==> src/rtl/shaper_pkg.sv <==
// Shared types and helpers for the scaled pixel shaper: RGB layout, scale
// encodings and the grey palette defaults.
package shaper_pkg;

    typedef struct packed {
        logic [7:0] r;
        logic [7:0] g;
        logic [7:0] b;
    } rgb_t;

    // Value doubles as the right-shift applied to screen coordinates.
    typedef enum logic [1:0] {
        SCALE_1X = 2'd0,
        SCALE_2X = 2'd1,
        SCALE_4X = 2'd2
    } scale_mode_e;

    function automatic scale_mode_e mode_to_shift(input logic [1:0] mode);
        case (mode)
            2'd1:    return SCALE_2X;
            2'd2:    return SCALE_4X;
            default: return SCALE_1X;
        endcase
    endfunction

    function automatic rgb_t grey_default(input int unsigned index, input int unsigned bpp);
        logic [7:0] w_level;
        w_level = 8'(index << (8 - bpp));
        return '{r: w_level, g: w_level, b: w_level};
    endfunction

endpackage

==> src/rtl/palette_ram.sv <==
// Colour palette: 2^BPP flop entries, one write port, combinational read.
// Reset restores the grey ramp.
module palette_ram
    import shaper_pkg::*;
#(
    parameter int unsigned BPP = 3
) (
    input  logic           i_clk,
    input  logic           i_rst,
    input  logic           i_wr_en,
    input  logic [BPP-1:0] i_wr_index,
    input  rgb_t           i_wr_colour,
    input  logic [BPP-1:0] i_rd_index,
    output rgb_t           o_rd_colour
);

    localparam int unsigned DEPTH = 1 << BPP;

    rgb_t r_entries [DEPTH];

    always_ff @(posedge i_clk or posedge i_rst) begin
        if (i_rst) begin
            for (int unsigned i = 0; i < DEPTH; i++) begin
                r_entries[i] <= grey_default(i, BPP);
            end
        end else if (i_wr_en) begin
            r_entries[i_wr_index] <= i_wr_colour;
        end
    end

    assign o_rd_colour = r_entries[i_rd_index];

endmodule

==> src/rtl/shaper_scaled.sv <==
// Pixel shaper: per-frame integer downscale of screen coordinates, framebuffer
// address generation, border substitution and palette lookup, 3-cycle latency.
module shaper_scaled
    import shaper_pkg::*;
#(
    parameter int unsigned WIDTH      = 640,
    parameter int unsigned HEIGHT     = 480,
    parameter int unsigned SRC_WIDTH  = 320,
    parameter int unsigned SRC_HEIGHT = 240,
    parameter int unsigned COORD_BITS = 10,
    parameter int unsigned BPP        = 3
) (
    input  logic                  aClock,
    input  logic                  aReset,
    input  logic [COORD_BITS-1:0] aX,
    input  logic [COORD_BITS-1:0] aY,
    input  logic                  aValid,
    input  logic [1:0]            aScaleMode,
    output logic [COORD_BITS-1:0] anOutMemX,
    output logic [COORD_BITS-1:0] anOutMemY,
    output logic                  anOutMemRead,
    input  logic [BPP-1:0]        aPixelData,
    input  logic                  aPalWrite,
    input  logic [BPP-1:0]        aPalIndex,
    input  logic [23:0]           aPalColour,
    input  logic [23:0]           aBorderColour,
    output logic [7:0]            anOutRed,
    output logic [7:0]            anOutGreen,
    output logic [7:0]            anOutBlue,
    output logic                  anOutValid
);

    scale_mode_e           r_shift;
    logic [COORD_BITS-1:0] r_mem_x;
    logic [COORD_BITS-1:0] r_mem_y;
    logic                  r_mem_read;
    logic                  r_valid1;
    logic                  r_border1;
    logic                  r_valid2;
    logic                  r_border2;
    logic                  r_out_valid;
    rgb_t                  r_out_rgb;

    logic                  w_frame_start;
    scale_mode_e           w_shift;
    logic [COORD_BITS-1:0] w_src_x;
    logic [COORD_BITS-1:0] w_src_y;
    logic                  w_border;
    logic                  w_read;
    rgb_t                  w_pal_colour;

    // The frame-start pixel itself already uses the newly latched shift.
    always_comb begin
        w_frame_start = aValid && (aX == '0) && (aY == '0);
        w_shift       = w_frame_start ? mode_to_shift(aScaleMode) : r_shift;
        w_src_x       = aX >> w_shift;
        w_src_y       = aY >> w_shift;
        w_border      = (32'(aX) >= WIDTH) || (32'(aY) >= HEIGHT) ||
                        (32'(w_src_x) >= SRC_WIDTH) || (32'(w_src_y) >= SRC_HEIGHT);
        w_read        = aValid && !w_border;
    end

    palette_ram #(
        .BPP (BPP)
    ) u_palette (
        .i_clk       (aClock),
        .i_rst       (aReset),
        .i_wr_en     (aPalWrite),
        .i_wr_index  (aPalIndex),
        .i_wr_colour (rgb_t'(aPalColour)),
        .i_rd_index  (aPixelData),
        .o_rd_colour (w_pal_colour)
    );

    // Pixel sampling and palette lookup share the output register: the lookup
    // sees pre-write palette contents, giving read-before-write behaviour.
    always_ff @(posedge aClock or posedge aReset) begin
        if (aReset) begin
            r_shift     <= SCALE_1X;
            r_mem_x     <= '0;
            r_mem_y     <= '0;
            r_mem_read  <= 1'b0;
            r_valid1    <= 1'b0;
            r_border1   <= 1'b0;
            r_valid2    <= 1'b0;
            r_border2   <= 1'b0;
            r_out_valid <= 1'b0;
            r_out_rgb   <= '0;
        end else begin
            r_shift    <= w_shift;
            r_mem_read <= w_read;
            if (w_read) begin
                r_mem_x <= w_src_x;
                r_mem_y <= w_src_y;
            end
            r_valid1    <= aValid;
            r_border1   <= aValid && w_border;
            r_valid2    <= r_valid1;
            r_border2   <= r_border1;
            r_out_valid <= r_valid2;
            if (!r_valid2) begin
                r_out_rgb <= '0;
            end else if (r_border2) begin
                r_out_rgb <= rgb_t'(aBorderColour);
            end else begin
                r_out_rgb <= w_pal_colour;
            end
        end
    end

    assign anOutMemX    = r_mem_x;
    assign anOutMemY    = r_mem_y;
    assign anOutMemRead = r_mem_read;
    assign anOutRed     = r_out_rgb.r;
    assign anOutGreen   = r_out_rgb.g;
    assign anOutBlue    = r_out_rgb.b;
    assign anOutValid   = r_out_valid;

endmodule

==> config.mk <==
export PLATFORM = sky130hd
export DESIGN_NAME = shaper_scaled
export DESIGN_NICKNAME = d
export VERILOG_FILES = /design/src/rtl/shaper_pkg.sv /design/src/rtl/palette_ram.sv /design/src/rtl/shaper_scaled.sv
export SDC_FILE = /design/constraint.sdc
export NUM_CORES = 1
export LEC_CHECK = 0
export ABC_AREA = 1
export CAP_MARGIN = 5
export CORE_UTILIZATION = 35
export CTS_CLUSTER_SIZE = 40
export DETAILED_ROUTE_END_ITERATION = 7
export GPL_ROUTABILITY_DRIVEN = 0
export SLEW_MARGIN = 20
export SYNTH_ARGS = -nofsm -noshare
export SYNTH_HDL_FRONTEND = slang
export SYNTH_SLANG_ARGS = --single-unit
==> constraint.sdc <==
create_clock -name aClock -period 9.3 [get_ports aClock]
set_clock_uncertainty 0.15 [all_clocks]
set_input_delay 1.86 -clock aClock [delete_from_list [all_inputs] [get_ports aClock]]
set_output_delay 1.86 -clock aClock [all_outputs]
set_load 0.02 [all_outputs]
======== After elaboration in Yosys (flattened, before gate mapping) ========
Cells that the tools add are included.
storage, ports and cells
  memories ................................ 0
  bits in read-only memories .............. 0
  latch bits .............................. 0
  logic and storage cells ................. 70
  output and inout port bits .............. 46
  register bits after elaboration ......... 244
  RAM bits ................................ 0
  input bits .............................. 80
operators by class
  reduce and logical (&&, ||, !) cells .... 11
  muxes and demuxes ....................... 10
  divide/modulo/power cells ............... 0
  multiply operators ...................... 0
  magnitude comparators ................... 7
  shifts and indexed selects .............. 2
  eq/ne operators ......................... 2
  add/sub/neg operators ................... 0
  bitwise operators ....................... 2
operator list
  cell                  number
  $bwmux 192            1
  $mux 24               5
  $bmux 24 s3           1
  $demux 24 s3          1
  $ge 10x9->1 const B   2
  $logic_not 10->1      2
  $shr 10x2->10         2
  $ge 10x10->1 const B  1
  $ge 10x8->1 const B   1
  $ge 4x4->1 const B    2
  $not 3->4             2
  $logic_and 1x1->1     5
  $lt 4x1->1 const B    1
  $pmux 2 s2            1
  $logic_or 1x1->1      3
  $eq 2x1->1 const B    1
  $eq 2x2->1 const B    1
  $mux 2                1
  $logic_not 1->1       1

======== Longest topological paths before layout ========
  depth after elaboration ................. 10
  gate-level depth with buffers ........... 17
  gate-level depth less buffers ........... 15

======== By module ========
From an unflattened synthesis, not the netlist that was laid out.
second synthesis, totals
  cells, all modules ...................... 1,651
  area total of the unflattened synthesis .. 12,429.4 um^2
by module, submodules not included
  module         sequential area each (um^2)  cells each  times used  area each (um^2)
  palette_ram    4,849.7                      1,297       1           9,690.5
  shaper_scaled  1,301.2                      354         1           2,738.9

======== Worst setup path after synthesis ========
Ideal clock, no wire load.
  path kind ............................... input to register
  from .................................... input aX[7]
  to ...................................... register r_mem_x[0], in the netlist anOutMemX[0]
  slack ................................... 5,608 ps
  library setup time ...................... 117 ps
  data required time ...................... 9,033 ps
  buffers on the path ..................... 2
  arrival time ............................ 3,425 ps
  stages on the path ...................... 14
  cells stage by stage .................... nor2_2 > inv_1 > nor2_2 > nand4_2 > nand2_4 > buf_6 > nand2_2 > nand2_2 > nand3_2 > a21oi_4 > nand3_4 > buf_6 > nand2_2 > nand2_1
on the way
  longest elaborated chain between the ends .. 10
  elaborated cells on any way between the ends .. 14
  classes of those cells .................. order compare (3); shift (2); mux (1); reduce/logical (8)
RTL lines
  item                            line                 text
  start, declared                 shaper_scaled.sv:15  input logic [COORD_BITS-1:0] aX,
  $logic_not 10->1                shaper_scaled.sv:54  w_frame_start = aValid && (aX == '0) && (aY == '0);
  $logic_and 1x1->1 (2 in a row)  shaper_scaled.sv:54
  $mux 2                          shaper_scaled.sv:55  w_shift = w_frame_start ? mode_to_shift(aScaleMode) : r_shift;
  $shr 10x2->10                   shaper_scaled.sv:56  w_src_x = aX >> w_shift;
  $ge 10x9->1                     shaper_scaled.sv:59  (32'(w_src_x) >= SRC_WIDTH) || (32'(w_src_y) >= SRC_HEIGHT);
  $logic_or 1x1->1                shaper_scaled.sv:58  w_border = (32'(aX) >= WIDTH) || (32'(aY) >= HEIGHT) ||
  $logic_or 1x1->1                shaper_scaled.sv:59
  $logic_not 1->1                 shaper_scaled.sv:60  w_read = aValid && !w_border;
  $logic_and 1x1->1               shaper_scaled.sv:60
  end signal, assigned            shaper_scaled.sv:93  r_mem_x <= w_src_x;
  end, declared                   shaper_scaled.sv:34  logic [COORD_BITS-1:0] r_mem_x;
Parallel ways exist; a longest one is shown, timed or not.
A chain may end at the register's enable or synchronous reset.

======== Worst setup path in the final report ========
  from .................................... input aValid
  to ...................................... register r_mem_x[8], in the netlist anOutMemX[8]
on the way
  longest elaborated chain between the ends .. 9
  elaborated cells on any way between the ends .. 11
  classes of those cells .................. order compare (2); shift (2); mux (1); reduce/logical (6)
RTL lines
  item                            line                 text
  start, declared                 shaper_scaled.sv:17  input logic aValid,
  $logic_and 1x1->1 (2 in a row)  shaper_scaled.sv:54
  $mux 2                          shaper_scaled.sv:55
  $shr 10x2->10                   shaper_scaled.sv:56
  $ge 10x9->1                     shaper_scaled.sv:59
  $logic_or 1x1->1                shaper_scaled.sv:58
  $logic_or 1x1->1                shaper_scaled.sv:59
  $logic_not 1->1                 shaper_scaled.sv:60
  $logic_and 1x1->1               shaper_scaled.sv:60
Parallel ways exist; a longest one is shown, timed or not.

==> results.md <==
- Vias/cell: 5.15
- Net count after synthesis: 1432
- Post-synth top area share: 46.4%
- CTS tree: yes
- Final setup violation count: 0
- Port-buffer cells: 125
- Synth unique cells: 31
- CP required: 9.57 ns
- Hold WS: 0.187 ns
- Vias in the first global route: 9095
- Post-CTS Setup Bufs: 0
- Tcrit/Tclk final: 53.2%
- All-Layer GR Usage: 18.9%
- Worst R2R Start: r_shift[1]$_DFF_PP0_
- Clock Root Buffer: clkbuf_16
- Site Rows: 65
- Hold Fails Final Rpt: 0
- Initial Util: 35.6%
- Adder-cell share of the synthesized area: 0%
- R2R Setup Slk: 6.49 ns
- Ys Warns: 0
- Grt total ovfl: 0
- Drt pass-1 iters: 5
- Max_slew headroom: 29.0%
- Initial antenna violation count: 1
- Synth Area in XOR/XNOR: 0%
- CP Launch Type: primary input
- Main synth FF type: dfrtp_1
- LEAKAGE: 6.28 nW
- Min Tclk post-route: 4.94 ns
- Crit. End Element: register
- Top cell type by total area after synthesis: dfrtp_1
- Worst r2r path cells: 9
- Max-capacitance violation count: 0
- Fraction of layout cells with a size suffix above 1: 9.72%
- Setup TNS: 0 ns
- Sink Count: 244
- Vert. Die Dim: 181 microns
- Via Count: 9546
- CTS Hold Bufs: 0
- Sequential area share after synthesis: 54.8%
- First-pass GRT wire length: 49.6 mm
- Hold Path Stages: 0
- Largest family of logic cells by synthesized area: simple AND/OR/NAND/NOR gates
- Critical Path AT: 5.22 ns
- Pwr Total: 2.96 mW
- RSZ-0062 raised after global routing: false
- DRC viols: 0
- Hold path endpoint: r_border2$_DFF_PP0_
- Maximum vdd ir drop: 0.124 mV
- Multiplexer share of the synthesized area: 0.178%
- CORE AREA: 31600 sq um
- Nets: 1510
- Hold Crit Class: register to register
- Post-synthesis simple-gate area fraction: 22.8%
- Mean area per synthesized cell: 8.30 sq um
- CTS buffer count: 28
- Synthesized flop and latch total: 244
- Fmax: 202 MHz
- Post-synthesis compound-gate area fraction: 16.0%
- Ys async rst share: 100%
- Drt wl/cell: 16.6 microns
- Layout Utilization: 43.3%
- N_diodes: 0
- Fin worst setup slack: 4.36 ns
- Synthesized area: 11200 sq um
- Die X-Extent: 181 microns
- Post-CTS sizing: 0
- Die area: 32800 sq um
- Ranking of synthesized cells by area: dfrtp_1 46%, nand2_1 13%, o21ai_0 9.9%, dfstp_2 8.4%, nand3_1 3.3%
- Cells after synthesis: 1352
- Type of the worst setup path: primary input to register
- Hold path startpoint: r_border1$_DFF_PP0_
- Max-slew violation count: 0
- R2r endpoint: anOutMemX[8]$_DFFE_PP0P_
- Most frequent cells in the layout: 388 x nand2_1, 221 x o21ai_0, 208 x dfrtp_1
- Power per cell area: 217 nW/um^2
- Detailed Route Iter0 Violations: 826
- Maximum clock path buffer count: 3
- Slew @ Worst Pin: 1.06 ns
- I/O Pins: 126
- Area growth syn-to-layout: 21.7%
- Reg clk slew, reported paths: 0.06 ns
- Post-detail-place hpwl: 17.5 mm
- Latest clock arrival within the worst-skew pair: 0.53 ns
- H-tree depth: 1
- Antenna-violating nets left: 0
- Final WL: 30.7 mm
- EDFF count, synth: 0
- Outcome: finished clean
- Worst-path fanout max: 21
- Post-Place Setup Slack: 3.83 ns
- Most common cell after layout, fill and taps aside: nand2_1
- Largest net degree at the start of global routing: 132
-- metrics by stage --
stage               cell area [sq um]  instances
global placement                12700       1802
CTS                             13700       1853
floorplan                       11200       1352
detailed placement              12700       1802
global route                    13700       1853
finish                          13700       1853
-- kinds of logic after synthesis --
| logic type | after synthesis |
|---|---|
| simple gates | 606 |
| compound gates | 324 |
| flops | 244 |
| buf+inv | 176 |
| mux | 2 |
-- metal layers --
metal	share of wire [%]	wire length, microns	GRT usage, %
met5	0.042	13	0
met4	1.7	537	4.81
met3	7.3	2260	3.14
met2	44	13700	29.2
met1	46	14300	27.5
-- power by group --
part	internal [mW]	switching (mW)	total [mW]
clock	0.685	0.421	1.11
combinational	0.205	0.276	0.482
sequential	1.27	0.101	1.37
total	2.16	0.798	2.96
-- area by class of cell --
cell class                      instances  area, sq um
Timing Repair Buffer                  142         1370
Tap cell                              402          503
Sequential cell                       244         6150
Multi-Input combinational cell        932         4390
Fill cell                            3152        17900
Clock inverter                          7          113
Inverter                               82          315
Clock buffer                           44          822
-- worst max path at each step --
| stage | from | end | slack, ns |
|---|---|---|---|
| after floorplan | aReset | anOutBlue[0]$_DFF_PP0_ | 0.65 |
| after global placement | aValid | anOutMemX[8]$_DFFE_PP0P_ | 3.95 |
| after detailed placement | aValid | anOutMemX[8]$_DFFE_PP0P_ | 3.83 |
| after CTS | aValid | anOutMemX[8]$_DFFE_PP0P_ | 4.40 |
| after global routing | aValid | anOutMemX[8]$_DFFE_PP0P_ | 4.00 |
| final | aValid | anOutMemX[8]$_DFFE_PP0P_ | 4.36 |
-- sequential cells by signal, summed over array words and instances (netlist names), 2 cells and up --
name / count
anOutBlue: 8
anOutGreen: 8
anOutMemX: 10
anOutMemY: 10
anOutRed: 8
r_shift: 2
u_palette.r_entries: 192
-- synth_stat cells, types with 3 or more instances --
cell type and n:
a21oi_1 40, a311oi_1 15, buf_1 8, buf_2 4
buf_6 3, clkbuf_1 77, dfrtp_1 208, dfstp_2 36
inv_1 78, inv_2 3, nand2_1 388, nand2_2 24
nand3_1 73, nand3_2 3, nand4_1 19, nor2_1 87
nor2_2 5, o211ai_1 9, o21ai_0 221, o221ai_1 15
o22ai_1 22
-- worst max-delay path: stages --
cell,delay (ns)
clkdlybuf4s50_1,0.45
buf_4,0.24
inv_1,0.09
nor2_1,0.10
nand2_1,0.09
nor2_4,0.12
nand4_1,0.10
nand2_1,0.45
inv_1,0.35
nand3_1,0.21
nand3_2,0.10
a21oi_4,0.42
nand3_4,0.42
nand2_1,0.15
nand2_1,0.06
Power figures use the tool's default switching activity.
